--- src/rtl/fib_pkg.sv ---
// Shared definitions for the Fibonacci producer: state encoding and sequence constants.
package fib_pkg;

  localparam int FIB_WIDTH     = 16;
  localparam int FIB_NUM_TERMS = 25;
  localparam int FIB_LAST_TERM = 46368;

  typedef enum logic [1:0] {
    ST_IDLE  = 2'd0,
    ST_RUN   = 2'd1,
    ST_STALL = 2'd2,
    ST_DONE  = 2'd3
  } state_t;

endpackage

--- src/rtl/fib_producer.sv ---
// Fibonacci term producer feeding a downstream CDC buffer, one term per cycle
// under buffer_full backpressure, with start/stop control.
//
// Write handshake: data_1 is valid while busy; a transfer happens on every
// rising clk_1 edge where data_1_en=1, and data_1_en is never high while
// buffer_full=1, stop=1 or rst=1.
module fib_producer
  import fib_pkg::*;
#(
  parameter int WIDTH = FIB_WIDTH
) (
  input  logic             clk_1,
  input  logic             rst,
  input  logic             start,
  input  logic             stop,
  input  logic             buffer_full,
  output logic             data_1_en,
  output logic [WIDTH-1:0] data_1,
  output logic             busy,
  output logic             done,
  output logic [4:0]       term_count,
  output state_t           dbg_state
);

  state_t           r_state;
  logic [WIDTH-1:0] r_a;
  logic [WIDTH:0]   r_b;
  logic [4:0]       r_term_count;

  state_t           w_state_nxt;
  logic [WIDTH-1:0] w_a_nxt;
  logic [WIDTH:0]   w_b_nxt;
  logic [4:0]       w_term_count_nxt;
  logic             w_wr;

  always_ff @(posedge clk_1) begin
    if (rst) begin
      r_state      <= ST_IDLE;
      r_a          <= '0;
      r_b          <= {{WIDTH{1'b0}}, 1'b1};
      r_term_count <= '0;
    end else begin
      r_state      <= w_state_nxt;
      r_a          <= w_a_nxt;
      r_b          <= w_b_nxt;
      r_term_count <= w_term_count_nxt;
    end
  end

  always_comb begin
    w_wr             = (r_state == ST_RUN) && !buffer_full && !stop && !rst;
    w_state_nxt      = r_state;
    w_a_nxt          = r_a;
    w_b_nxt          = r_b;
    w_term_count_nxt = r_term_count;
    case (r_state)
      ST_IDLE, ST_DONE: begin
        if (stop) begin
          w_state_nxt = ST_IDLE;
        end else if (start) begin
          w_state_nxt      = ST_RUN;
          w_a_nxt          = '0;
          w_b_nxt          = {{WIDTH{1'b0}}, 1'b1};
          w_term_count_nxt = '0;
        end
      end
      ST_RUN: begin
        if (stop) begin
          w_state_nxt = ST_IDLE;
        end else if (buffer_full) begin
          w_state_nxt = ST_STALL;
        end else begin
          w_term_count_nxt = r_term_count + 5'd1;
          // b overflowing 16 bits means a holds the last representable term.
          if (r_b[WIDTH]) begin
            w_state_nxt = ST_DONE;
          end else begin
            w_a_nxt = r_b[WIDTH-1:0];
            w_b_nxt = {1'b0, r_a} + r_b;
          end
        end
      end
      ST_STALL: begin
        if (stop) begin
          w_state_nxt = ST_IDLE;
        end else if (!buffer_full) begin
          w_state_nxt = ST_RUN;
        end
      end
      default: w_state_nxt = ST_IDLE;
    endcase
  end

  // Outputs are forced to zero while rst is asserted.
  assign data_1_en  = w_wr;
  assign data_1     = rst ? '0 : r_a;
  assign busy       = !rst && ((r_state == ST_RUN) || (r_state == ST_STALL));
  assign done       = !rst && (r_state == ST_DONE);
  assign term_count = rst ? '0 : r_term_count;
  assign dbg_state  = r_state;

endmodule

--- config.mk ---
export PLATFORM = sky130hd
export DESIGN_NAME = fib_producer
export DESIGN_NICKNAME = d
export VERILOG_FILES = /design/src/rtl/fib_pkg.sv /design/src/rtl/fib_producer.sv
export SDC_FILE = /design/constraint.sdc
export NUM_CORES = 1
export LEC_CHECK = 0
export ABC_AREA = 1
export CORE_MARGIN = 8
export CORE_UTILIZATION = 35
export CTS_CLUSTER_SIZE = 40
export DETAILED_ROUTE_END_ITERATION = 10
export HOLD_SLACK_MARGIN = 0.08
export SLEW_MARGIN = 20
export SYNTH_ARGS = -nofsm -noshare
export SYNTH_HDL_FRONTEND = slang
export SYNTH_SLANG_ARGS = --single-unit
--- constraint.sdc ---
create_clock -name clk_1 -period 4.8 [get_ports clk_1]
set_input_delay 0.96 -clock clk_1 [delete_from_list [all_inputs] [get_ports clk_1]]
set_output_delay 0.96 -clock clk_1 [all_outputs]
set_load 0.02 [all_outputs]
==> metrics.cfg <==
[grt]
antenna_found_initial = 0
overflow = 0
grt.total_usage_pct = 12.37
grt_pass1_wl_mm = 11.62
grt_max_degree = 27
grt_pass1_vias = 2647

[cells_and_area]
final_util_pct = 42.42
nFillCells = 837
fin_nets = 496
syn2layout_area_growth_pct = 17.97
antenna_cells = 0
drive_above_1_share_pct = 5.945
final_cells = 573

[synth]
synth_mux_area_share_pct = 0
synth_edf_count = 0
syn-num-nets = 467
synth.avg_cell_area_um2 = 6.267
seq_area_frac_synth_pct = 28.97
synthAdderAreaFrac_pct = 9.778
synthCells = 441
ys.flop_type = dfxtp_1
synth_area_mm2 = 0.002764
synth_top_family_by_area = simple AND/OR/NAND/NOR gates
synthXorXnorAreaFrac_pct = 0.9507
async_flop_share_pct = 0
yosys.area_share.simple_pct = 36.80
synth-seq-cells = 40
ys_types = 32
ys_warn_count = 0
synth_compound_area_share_pct = 10.00

[floorplanning]
initial_core_util_pct = 35.95
die_x_um = 104.9
rows = 32
io_pins = 31
dieArea_mm2 = 0.01100
core_mm2 = 0.007687
dieHeight_um = 104.9

[timing]
worstMarginPinSlew_ps = 992.9
relSlewSlack_pct = 33.80
setup_viol = 0
fin_crit_ps = 3712
rsz0062_at_grt = no
finalSetupTns_ps = 0
whs_ps = 493.1
slew_viol_final = 0
timing.fmax_mhz = 269.4
timing.final.crit_share_pct = 77.34
hold_violations = 0
fin_skew_ps = 6.859

[cts]
cts_tree = done
clk_pin_slew_worst_paths_ps = 70
htree_levels = 2
cts_setup_buffers = 0
cts_root_buffer = clkbuf_8
clk_latency_ps = 300
hold_buffers = 0
cts_buffers = 5
clock_sinks = 40
cts.repair.resized = 0
clockBufferDepth = 2

[hold_path]
hold_class = reg2reg

[power]
power_uw = 924.3
powerDensity_mw_per_mm2 = 283.5
leakagePower_nw = 1.573
vdd_drop_max_mv = 0.1931

[critical_path]
critical_path_class = in2out
critPathCaptureType = output pin
crit_path_start_kind = input port
crit_fanout = 13
required_ps = 3840
arrival_ps = 2750

[route]
drt_iter0_drc = 143
routedWlPerCell_um = 11.33
vias = 2657
firstDrtPassIters = 4
wirelength_mm = 6.491
via_per_inst = 4.637
antenna_left = 0
drc = 0

[place]
dpl.cell_count = 565
dp_hpwl_mm = 4.918
globalplace.congestion = 0.8515
portBuffers = 30

[status]
status = finished clean

[run]
drv_cap = 0

## metrics by stage
stage	cell area, um^2	setup WS, ps
CTS	3261	1062
floorplan	2764	1976
global placement	3153	1083
global route	3261	989.8
finish	3261	1088
detailed placement	3153	1079
## sequential cells by signal (all words and copies together), names as in the netlist
register,count
r_a,16
r_b,17
r_term_count,5
dbg_state,2
## critical path, cell delays in order
cell and delay (ps):
clkdlybuf4s50_1 660, buf_4 310, nor3_1 180, clkdlybuf4s50_1 630
## cells by family (layout without fill, tap and decap cells)
family	Yosys count	after routing
AO/OA/AOI/OAI	45	45
XOR/XNOR	3	3
adder cells (fa/ha/maj)	21	21
buffers and inverters	93	123
flip-flops	40	40
AND/OR/NAND/NOR	239	239
## placed cells by master (no fill, tap or decap), drive strengths merged
cell type / Yosys / final
bufinv: 0 / 1
xnor2: 1 / 1
ha: 20 / 20
clkdlybuf4s50: 0 / 30
a21oi: 24 / 24
or2: 5 / 5
nor3b: 1 / 1
nand2: 119 / 119
nor3: 8 / 8
nand3: 51 / 51
o21ai: 15 / 15
nand4: 1 / 1
fa: 1 / 1
nor2: 52 / 52
nand3b: 2 / 2
o21a: 2 / 2
a211oi: 1 / 1
o31ai: 1 / 1
o211ai: 1 / 1
xor2: 2 / 2
a31oi: 1 / 1
clkinv: 0 / 1
clkbuf: 4 / 6
dfxtp: 40 / 40
buf: 8 / 4
inv: 81 / 81
## layer usage
layer,vias up,share of wire [%],track usage (%)
li1,1426,-,-
met1,1186,49,14.94
met2,40,47,21.40
met3,5,3.1,2.396
met4,0,1.2,4.179
met5,-,0,0
## cells in the mapped netlist (2+ instances only)
cell	n	area, um^2
or2_2	4	25.02
o21ai_1	5	25.02
buf_6	2	22.52
buf_1	3	11.26
a21oi_1	16	80.08
o21a_1	2	15.01
inv_1	78	292.8
o21ai_0	10	50.05
nor2_1	52	195.2
xor2_1	2	17.52
buf_4	2	15.01
ha_1	20	250.2
nand2_1	119	446.7
dfxtp_1	40	800.8
nor3_1	8	40.04
nand3_1	50	250.2
nand3b_1	2	15.01
clkbuf_1	4	15.01
a21oi_2	7	61.31
inv_2	3	11.26
## final cells by class
cell class                      count  area [um^2]  area share [%]
Clock inverter                      2        35.03           1.074
Sequential cell                    40        800.8           24.56
Clock buffer                        6        72.57           2.226
Inverter                           81        304.0           9.325
Multi-Input combinational cell    308         1590           48.77
Tap cell                          102        127.6           3.914
Timing Repair Buffer               34        330.3           10.13
## report_power, final
group	leakage, nW	switching (mW)	total (mW)	internal, mW
clock network	0.0552	0.124	0.279	0.154
logic	1.19	0.164	0.265	0.101
registers	0.326	0.0193	0.380	0.361
total	1.57	0.308	0.924	0.616
## worst paths after layout
check	end	from	cells past startpoint	slack [ps]
setup / recovery	data_1_en	rst	4	1090
hold / removal	r_b[12]$_SDFFE_PP0P_	r_b[12]$_SDFFE_PP0P_	2	490
setup reg to reg	r_a[6]$_SDFFE_PP0P_	dbg_state[0]$_SDFFE_PP0P_	7	2260
hold reg to reg	r_b[12]$_SDFFE_PP0P_	r_b[12]$_SDFFE_PP0P_	2	490
Note: power is estimated with default switching activity, not from simulation.
